--- src/rtl/bpred_pkg.sv ---
// Shared types and constants for the bpred_btb branch predictor:
// FSM state encoding, 2-bit counter constants and mispredict counter helpers.
package bpred_pkg;

    typedef enum logic {
        ST_INIT = 1'b0,
        ST_RUN  = 1'b1
    } state_t;

    typedef logic [1:0] cnt_t;

    localparam cnt_t        CNT_MIN  = 2'b00;
    localparam cnt_t        CNT_INIT = 2'b10;
    localparam cnt_t        CNT_MAX  = 2'b11;
    localparam logic [15:0] MISS_MAX = 16'hFFFF;

    function automatic logic [15:0] miss_inc(input logic [15:0] v);
        return (v == MISS_MAX) ? v : v + 16'd1;
    endfunction

endpackage

--- src/rtl/bpred_btb_satcnt2.sv ---
// satcnt2: 2-bit saturating up/down counter used for the BTB direction
// prediction (increment on taken, decrement on not taken).
module satcnt2
    import bpred_pkg::*;
(
    input  cnt_t i_cnt,
    input  logic i_inc,
    output cnt_t o_cnt
);

    always_comb begin
        o_cnt = i_cnt;
        if (i_inc) begin
            if (i_cnt != CNT_MAX) o_cnt = i_cnt + 2'd1;
        end else begin
            if (i_cnt != CNT_MIN) o_cnt = i_cnt - 2'd1;
        end
    end

endmodule

--- src/rtl/bpred_btb.sv ---
// bpred_btb: direct-mapped BTB with 2-bit direction counters, saturating
// mispredict counter and self-clearing init sweep. Define BPRED_GHR_EN for gshare indexing.
module bpred_btb
    import bpred_pkg::*;
#(
    parameter int ADDR_W  = 16,
    parameter int ENTRIES = 16,
    parameter int GHR_W   = 4
) (
    input  logic              clk,
    input  logic              reset,
    input  logic              clear_req,
    input  logic [ADDR_W-1:0] lookup_pc,
    output logic              pred_hit,
    output logic              pred_taken,
    output logic [ADDR_W-1:0] pred_target,
    output logic [GHR_W-1:0]  pred_ghr,
    input  logic              update_valid,
    input  logic [ADDR_W-1:0] update_pc,
    input  logic              update_taken,
    input  logic [ADDR_W-1:0] update_target,
    input  logic              update_mispredict,
    input  logic [GHR_W-1:0]  update_ghr,
    output logic              busy,
    output logic [15:0]       miss_count
);

    localparam int IDX_W = $clog2(ENTRIES);
    localparam int TAG_W = ADDR_W - IDX_W;

    state_t            r_state, w_state_nxt;
    logic [IDX_W-1:0]  r_sweep_idx, w_sweep_nxt;
    logic              w_sweep_clr;
    logic              r_rst_hold;

    logic              r_valid  [ENTRIES];
    logic [TAG_W-1:0]  r_tag    [ENTRIES];
    logic [ADDR_W-1:0] r_target [ENTRIES];
    cnt_t              r_cnt    [ENTRIES];
    logic [15:0]       r_miss_count;

    logic [IDX_W-1:0]  w_lk_idx, w_up_idx;
    logic [TAG_W-1:0]  w_lk_tag, w_up_tag;
    logic              w_run, w_up_acc, w_up_hit, w_lk_hit;
    cnt_t              w_cnt_nxt;

    assign w_lk_tag = lookup_pc[ADDR_W-1:IDX_W];
    assign w_up_tag = update_pc[ADDR_W-1:IDX_W];

`ifdef BPRED_GHR_EN
    logic [GHR_W-1:0] r_ghr;

    assign w_lk_idx = lookup_pc[IDX_W-1:0] ^ IDX_W'(r_ghr);
    assign w_up_idx = update_pc[IDX_W-1:0] ^ IDX_W'(update_ghr);
    assign pred_ghr = r_ghr;

    // Shift in the resolved direction; the cast drops the oldest bit.
    always_ff @(posedge clk) begin
        if (!reset || clear_req) r_ghr <= '0;
        else if (w_up_acc)       r_ghr <= GHR_W'({r_ghr, update_taken});
    end
`else
    logic w_unused_ghr;

    assign w_lk_idx     = lookup_pc[IDX_W-1:0];
    assign w_up_idx     = update_pc[IDX_W-1:0];
    assign pred_ghr     = '0;
    assign w_unused_ghr = ^update_ghr;
`endif

    always_ff @(posedge clk) begin
        if (!reset) begin
            r_state     <= ST_INIT;
            r_sweep_idx <= '0;
            r_rst_hold  <= 1'b1;
        end else begin
            r_state     <= w_state_nxt;
            r_sweep_idx <= w_sweep_nxt;
            r_rst_hold  <= 1'b0;
        end
    end

    // The first edge after reset release restarts the sweep like a clear,
    // so both entry paths give the same busy window.
    always_comb begin
        w_state_nxt = r_state;
        w_sweep_nxt = r_sweep_idx;
        w_sweep_clr = 1'b0;
        case (r_state)
            ST_INIT: begin
                if (clear_req || r_rst_hold) begin
                    w_sweep_nxt = '0;
                end else begin
                    w_sweep_clr = 1'b1;
                    if (r_sweep_idx == IDX_W'(ENTRIES - 1)) begin
                        w_state_nxt = ST_RUN;
                        w_sweep_nxt = '0;
                    end else begin
                        w_sweep_nxt = r_sweep_idx + IDX_W'(1);
                    end
                end
            end
            ST_RUN: begin
                if (clear_req) begin
                    w_state_nxt = ST_INIT;
                    w_sweep_nxt = '0;
                end
            end
            default: w_state_nxt = ST_INIT;
        endcase
    end

    assign w_run    = (r_state == ST_RUN);
    assign busy     = ~w_run;
    assign w_up_acc = w_run && update_valid && !clear_req;
    assign w_up_hit = r_valid[w_up_idx] && (r_tag[w_up_idx] == w_up_tag);

    satcnt2 u_satcnt2 (
        .i_cnt (r_cnt[w_up_idx]),
        .i_inc (update_taken),
        .o_cnt (w_cnt_nxt)
    );

    always_ff @(posedge clk) begin
        if (w_sweep_clr)
            r_valid[r_sweep_idx] <= 1'b0;
        else if (w_up_acc && update_taken && !w_up_hit)
            r_valid[w_up_idx] <= 1'b1;
    end

    // Taken updates (re)write tag and target; a miss allocates weakly taken.
    always_ff @(posedge clk) begin
        if (w_up_acc) begin
            if (update_taken) begin
                r_tag[w_up_idx]    <= w_up_tag;
                r_target[w_up_idx] <= update_target;
                r_cnt[w_up_idx]    <= w_up_hit ? w_cnt_nxt : CNT_INIT;
            end else if (w_up_hit) begin
                r_cnt[w_up_idx]    <= w_cnt_nxt;
            end
        end
    end

    always_ff @(posedge clk) begin
        if (!reset)
            r_miss_count <= '0;
        else if (w_up_acc && update_mispredict)
            r_miss_count <= miss_inc(r_miss_count);
    end

    assign miss_count  = r_miss_count;
    assign w_lk_hit    = w_run && r_valid[w_lk_idx] && (r_tag[w_lk_idx] == w_lk_tag);
    assign pred_hit    = w_lk_hit;
    assign pred_taken  = w_lk_hit && r_cnt[w_lk_idx][1];
    assign pred_target = pred_taken ? r_target[w_lk_idx] : lookup_pc + ADDR_W'(1);

endmodule
--- config.mk ---
export PLATFORM = sky130hd
export DESIGN_NAME = bpred_btb
export DESIGN_NICKNAME = d
export VERILOG_FILES = /design/src/rtl/bpred_pkg.sv /design/src/rtl/bpred_btb_satcnt2.sv /design/src/rtl/bpred_btb.sv
export SDC_FILE = /design/constraint.sdc
export NUM_CORES = 1
export LEC_CHECK = 0
export ABC_AREA = 1
export CAP_MARGIN = 20
export CORE_UTILIZATION = 45
export DETAILED_ROUTE_END_ITERATION = 12
export SLEW_MARGIN = 20
export SYNTH_ARGS = -nofsm -noshare
export SYNTH_HDL_FRONTEND = slang
export SYNTH_SLANG_ARGS = --single-unit
--- constraint.sdc ---
create_clock -name clk -period 4.2 [get_ports clk]
set_clock_uncertainty 0.1 [all_clocks]
set_input_delay 0.84 -clock clk [delete_from_list [all_inputs] [get_ports clk]]
set_output_delay 0.84 -clock clk [all_outputs]
set_load 0.03 [all_outputs]
## After elaboration in Yosys (flattened, before gate mapping)

Memories as Yosys holds them, arrays and structs flattened.
Cells that the tools add are included.

- Flip-flop bits (word level): 22
- Memory bits (writable): 496
- Input port bits: 58
- Output and inout port bits: 39
- Memories kept: 4

Memory list:

| memory | words | bits a word | rd ports | clocked after Yosys merged registers in | write ports | line | source |
|---|---|---|---|---|---|---|---|
| r_target | 16 | 16 | 1 | 0 | 1 | bpred_btb.sv:38 | `logic [ADDR_W-1:0] r_target [ENTRIES];` |
| r_tag | 16 | 12 | 2 | 0 | 1 | bpred_btb.sv:37 | `logic [TAG_W-1:0] r_tag [ENTRIES];` |
| r_cnt | 16 | 2 | 2 | 0 | 1 | bpred_btb.sv:39 | `cnt_t r_cnt [ENTRIES];` |
| r_valid | 16 | 1 | 2 | 0 | 1 | bpred_btb.sv:36 | `logic r_valid [ENTRIES];` |

- Add/subtract/negate cells: 5
- Equality and inequality tests: 6
- Muxes and demuxes: 32
- Bitwise gates (word level): 3
- Reductions and logical operators: 15

Operators by type and width:

| operator | count |
|---|---|
| $add A16 B1 Y16 const B | 2 |
| $eq A12 B12 Y1 | 2 |
| $mux W1 | 20 |
| $eq A16 B16 Y1 const B | 1 |
| $mux W16 | 1 |
| $mux W4 | 4 |
| $mux W2 | 5 |
| $logic_and A1 B1 Y1 | 9 |
| $pmux W4 S2 | 1 |
| $add A4 B1 Y4 const B | 1 |
| $eq A4 B4 Y1 const B | 1 |
| $ne A2 B2 Y1 const B | 2 |
| $add A2 B1 Y2 const B | 1 |
| $logic_not A1 Y1 | 2 |
| $not A1 Y1 | 2 |
| $pmux W1 S2 | 1 |
| $reduce_and A2 Y1 | 1 |
| $reduce_bool A2 Y1 | 1 |
| $sub A2 B1 Y2 const B | 1 |
| $logic_or A1 B1 Y1 | 1 |
| $or A1 B1 Y1 | 1 |
| $reduce_or A1 Y1 | 1 |

## Depth between registers and ports, before layout

An unclocked memory read counts as a cell.

- Word-level depth: 10
- Gate-level depth with buffers: 22

## Hierarchy

Synthesis repeated with hierarchy kept, for this count alone.

- Cell total of the unflattened synthesis: 2421
- Area, all modules: 24203.2 µm²

Modules (own cells, without submodules):

| module | times used | cells each | area an instance (µm²) | sequential area each (µm²) |
|---|---|---|---|---|
| bpred_btb | 1 | 2415 | 24178.2 | 15334.7 |
| satcnt2 | 1 | 6 | 25.0 | 0.0 |

## Worst setup path before layout

Ideal clock, no wire load.

- Path kind: input -> register
- From: input port clear_req
- To: memory r_tag[6][0] (netlist bit) (enable)
- Library setup time: 448 ps
- Data arrival time: 3928 ps
- Required time: 3652 ps
- Slack: -276 ps
- Stages: 6
- Path buffers: 1
- Path through: nor2_1 > nand2_1 > nor2_1 > inv_1 > clkbuf_1 > nor3_1

- Longest elaborated chain between the ends: 4

RTL lines:

| what | line | source |
|---|---|---|
| start, declared | bpred_btb.sv:12 | `input logic clear_req,` |
| $logic_not A1 Y1 | bpred_btb.sv:115 | `assign w_up_acc = w_run && update_valid && !clear_req;` |
| $logic_and A1 B1 Y1 | bpred_btb.sv:115 |  |
| $mux W1 | bpred_btb.sv:133 | `if (w_up_acc) begin` |
| $mux W1 (implied by the code) | bpred_btb.sv:135 | `r_tag[w_up_idx] <= w_up_tag;` |
| end, declared | bpred_btb.sv:37 |  |

Every way passes these cells.

## Worst setup path after layout

- From: input port lookup_pc[1]
- To: output port pred_target[13]

- Longest elaborated chain between the ends: 5
- Elaborated cells on any way between the ends: 10
- Those cells by class: add/sub: 1; eq/ne: 1; mux: 1; reduce/logical: 3; memory: 4

RTL lines:

| what | line | source |
|---|---|---|
| start, declared | bpred_btb.sv:13 | `input logic [ADDR_W-1:0] lookup_pc,` |
| $mem_v2 Z16 W12 or $mem_v2 Z16 W1 (tied branches) | n/a |  |
| $eq A12 B12 Y1 or $logic_and A1 B1 Y1 (tied branches) | bpred_btb.sv:152 | `assign w_lk_hit = w_run && r_valid[w_lk_idx] && (r_tag[w_lk_idx] == w_lk_tag);` |
| $logic_and A1 B1 Y1 | bpred_btb.sv:152 |  |
| $logic_and A1 B1 Y1 | bpred_btb.sv:154 | `assign pred_taken = w_lk_hit && r_cnt[w_lk_idx][1];` |
| $mux W16 (*) | bpred_btb.sv:155 | `assign pred_target = pred_taken ? r_target[w_lk_idx] : lookup_pc + ADDR_W'(1);` |
| end, declared | bpred_btb.sv:16 | `output logic [ADDR_W-1:0] pred_target,` |

Mark *: on every way between the ends. The rest lies on a longest branch, timed or not.

==> flow_summary_export.csv <==
group,metric,value,unit
power,leakagePower,10.9,nW
placement,dp.cells,3216,
job,max-cap-violations,0,
run_status,status,"completed",
synth,synth.area.top_cells,"edfxtp_1 61%, nand2_1 9.2%, o21ai_0 6.4%",
layout,drive_gt1_frac,0.123,
timing,fmax,240,MHz
floorplanning,dieArea,0.0548,sq mm
global_routing,grt_pass1_vias,17700,
synth,ys_ff_latch,518,
layout,utilization,0.549,
detailed_routing,ant_nets,0,
clock_tree,clock_sinks,518,
critical_path,end_kind,"primary output",
global_routing,grt_pass1_wl,107000,um
placement,portBuffers,88,
clock_tree,cts_buffers,53,
detailed_routing,drt_iter0_markers,2248,
detailed_routing,drt-pass1-iter-count,9,
timing,min_period,4170,ps
layout,final_common_cell,"nand2_1",
timing,rsz0062_at_grt,"yes",
floorplanning,die_y,234,um
synth,netlist_area,0.0242,sq mm
synth,synth_cell_types,51,
global_routing,antenna_found_initial,0,
critical_path,crit_type,"primary input to primary output",
detailed_routing,viasPerCell,5.74,
timing,tightest_slew,750,ps
detailed_routing,drc,0,
timing,slew_viol_final,0,
layout,layout.cells.most_common_list,"584 x nand2_1, 496 x edfxtp_1, 304 x o21ai_0",
detailed_routing,drt_wl_total,73800,um
clock_tree,cts_tree,"built",
timing,finalSetupViolations,0,
power,vdd_drop_max,0.380,mV
detailed_routing,post_drt_wl_per_cell,22.2,um
clock_tree,cts-root-buf,"clkbuf_16",
synth,syn_area_per_cell,9.93,sq um
power,pwr_density_cell,395,mW/mm^2
floorplanning,rows,84,
critical_path,crit_path_start_kind,"primary input",
layout,diodes,0,
layout,final_cell_count_no_fill,3331,
layout,finalNetCount,2660,
global_routing,grt_max_degree,88,
floorplanning,die_w,234,um
clock_tree,htreeDepth,2,
placement,routabilityCongestion,0.913,
critical_path,crit_required,3260,ps
synth,yosysWarningCount,0,
critical_path,crit_fanout,28,
clock_tree,clk_path_buf_depth,3,
synth,synth_ff_type,"edfxtp_1",
synth,synth_top_area_share,0.615,
synth,synth-async-reset-ratio,0,
hold_path,hp-class,"flip-flop to flip-flop",
synth,netlist_instances,2440,
placement,place_area,0.0268,sq mm
timing,finalHoldViolations,0,
layout,syn_to_final_growth,19.8,%
synth,synth_top_area_cell,"edfxtp_1",
placement,dp_hpwl,43100,um
clock_tree,ctsHoldBuffers,0,
detailed_routing,vias,19100,
floorplanning,top_level_ports,97,
global_routing,grt-ovfl-total,0,
layout,design_area,0.0290,sq mm
timing,min_period_over_period,0.993,
synth,synth_edf_count,496,
clock_tree,worst_skew_pair.late_latency,620,ps
timing,slew_headroom,0.499,
floorplanning,initial_core_util,0.458,
floorplanning,core,0.0529,sq mm
global_routing,grt.total_usage,0.265,
synth,yosysSeqAreaShare,0.633,
clock_tree,clkTransAtPathRegs,60,ps
critical_path,arrival,3230,ps
## final timing paths
check	from	end	slack [ps]	depth (start not counted)
worst max-delay path	lookup_pc[1]	pred_target[13]	30	19
worst min-delay path	miss_count[15]	miss_count[15]	370	2
worst max register to register	r_state	r_target[7][14]	1290	8
worst min register to register	miss_count[15]	miss_count[15]	370	2
## report_power, final
part           switching [W]  leakage (nW)  internal (W)
sequential        0.00000141          4.75       0.00565
clock                0.00203         0.854       0.00271
combinational       0.000690          5.34      0.000376
## cell type report
cell class	count	area, sq um
fill	4487	23900
clock buffer	67	1420
multi-input combinational	1623	7750
timing repair buffer	245	2730
inverter	157	604
timing repair inverter	1	8.76
clock inverter	32	314
tap	688	861
sequential	518	15300
## state kept, by name, indices dropped and copies added (netlist names)
register     count
r_state          1
r_cnt           32
r_rst_hold       1
r_valid         16
r_sweep_idx      4
r_target       256
r_tag          192
miss_count      16
## repair_timing
item / 4_1_cts / 5_1_grt
resized for setup: 11 / 64
cloned: 0 / 9
pin swaps: 2 / 13
endpoints found under the setup margin: 14 / 18
buffers inserted: 0 / 8
## through the flow
step           hold slack [ps]  setup TNS, ps  setup slack, ps  total power (W)
2_1_floorplan              370         -89380             -276          0.00631
3_3_place_gp               356           -736             -145          0.00674
3_5_place_dp               370           -604             -128          0.00675
4_1_cts                    378              0             24.0           0.0114
5_1_grt                    412           -631            -66.9           0.0118
6_report                   372              0             28.6           0.0115
## cells by family after synthesis
group,Yosys count,share of synthesized area
XOR/XNOR,16,0.00579
adder cells (fa/ha/maj),3,0.00155
AND/OR/NAND/NOR,1042,0.175
other,1,0.000155
buffers and inverters,302,0.0560
flip-flops,518,0.633
AO/OA/AOI/OAI,558,0.129
## Yosys cell counts (4+ instances only)
master	count
nand2_2	4
nor2_1	277
nand4_1	15
a31oi_1	7
o21ai_0	312
dfxtp_1	22
xor2_1	16
edfxtp_1	496
o21bai_1	4
a32o_1	6
clkinv_1	4
o21ai_1	18
a22o_1	5
buf_1	5
buf_6	12
buf_2	50
nor3_1	44
nand3_1	86
a22oi_1	9
o221ai_1	17
nand3_2	4
nand2_1	592
o211ai_1	21
o22ai_1	44
buf_4	18
a21oi_1	98
a221oi_1	5
inv_1	149
clkbuf_1	60
o211a_1	5
nor2_2	4
## metal layers
| metal | GRT usage | routed length [um] | vias to the layer above |
|---|---|---|---|
| met1 | 0.376 | 31600 | 9237 |
| met2 | 0.415 | 33700 | 896 |
| met5 | 0 | 0 | - |
| li1 | - | - | 8829 |
| met4 | 0.103 | 2500 | 0 |
| met3 | 0.0356 | 6050 | 143 |
## critical path, stage by stage
cell     delay [ps]
buf_6           130
inv_4           110
buf_12          200
a21oi_1          60
o21ai_1          80
nand2_1         130
nand2_1         100
nand2_2          70
inv_1            80
nand2_1          60
nand2_1          70
o21ai_0          80
nor2_1          130
nand2_1         110
nor2_4          170
nand3_4         170
buf_12          190
o21ai_2         220
buf_6           170
No activity file was read; power rests on OpenSTA's default activity.
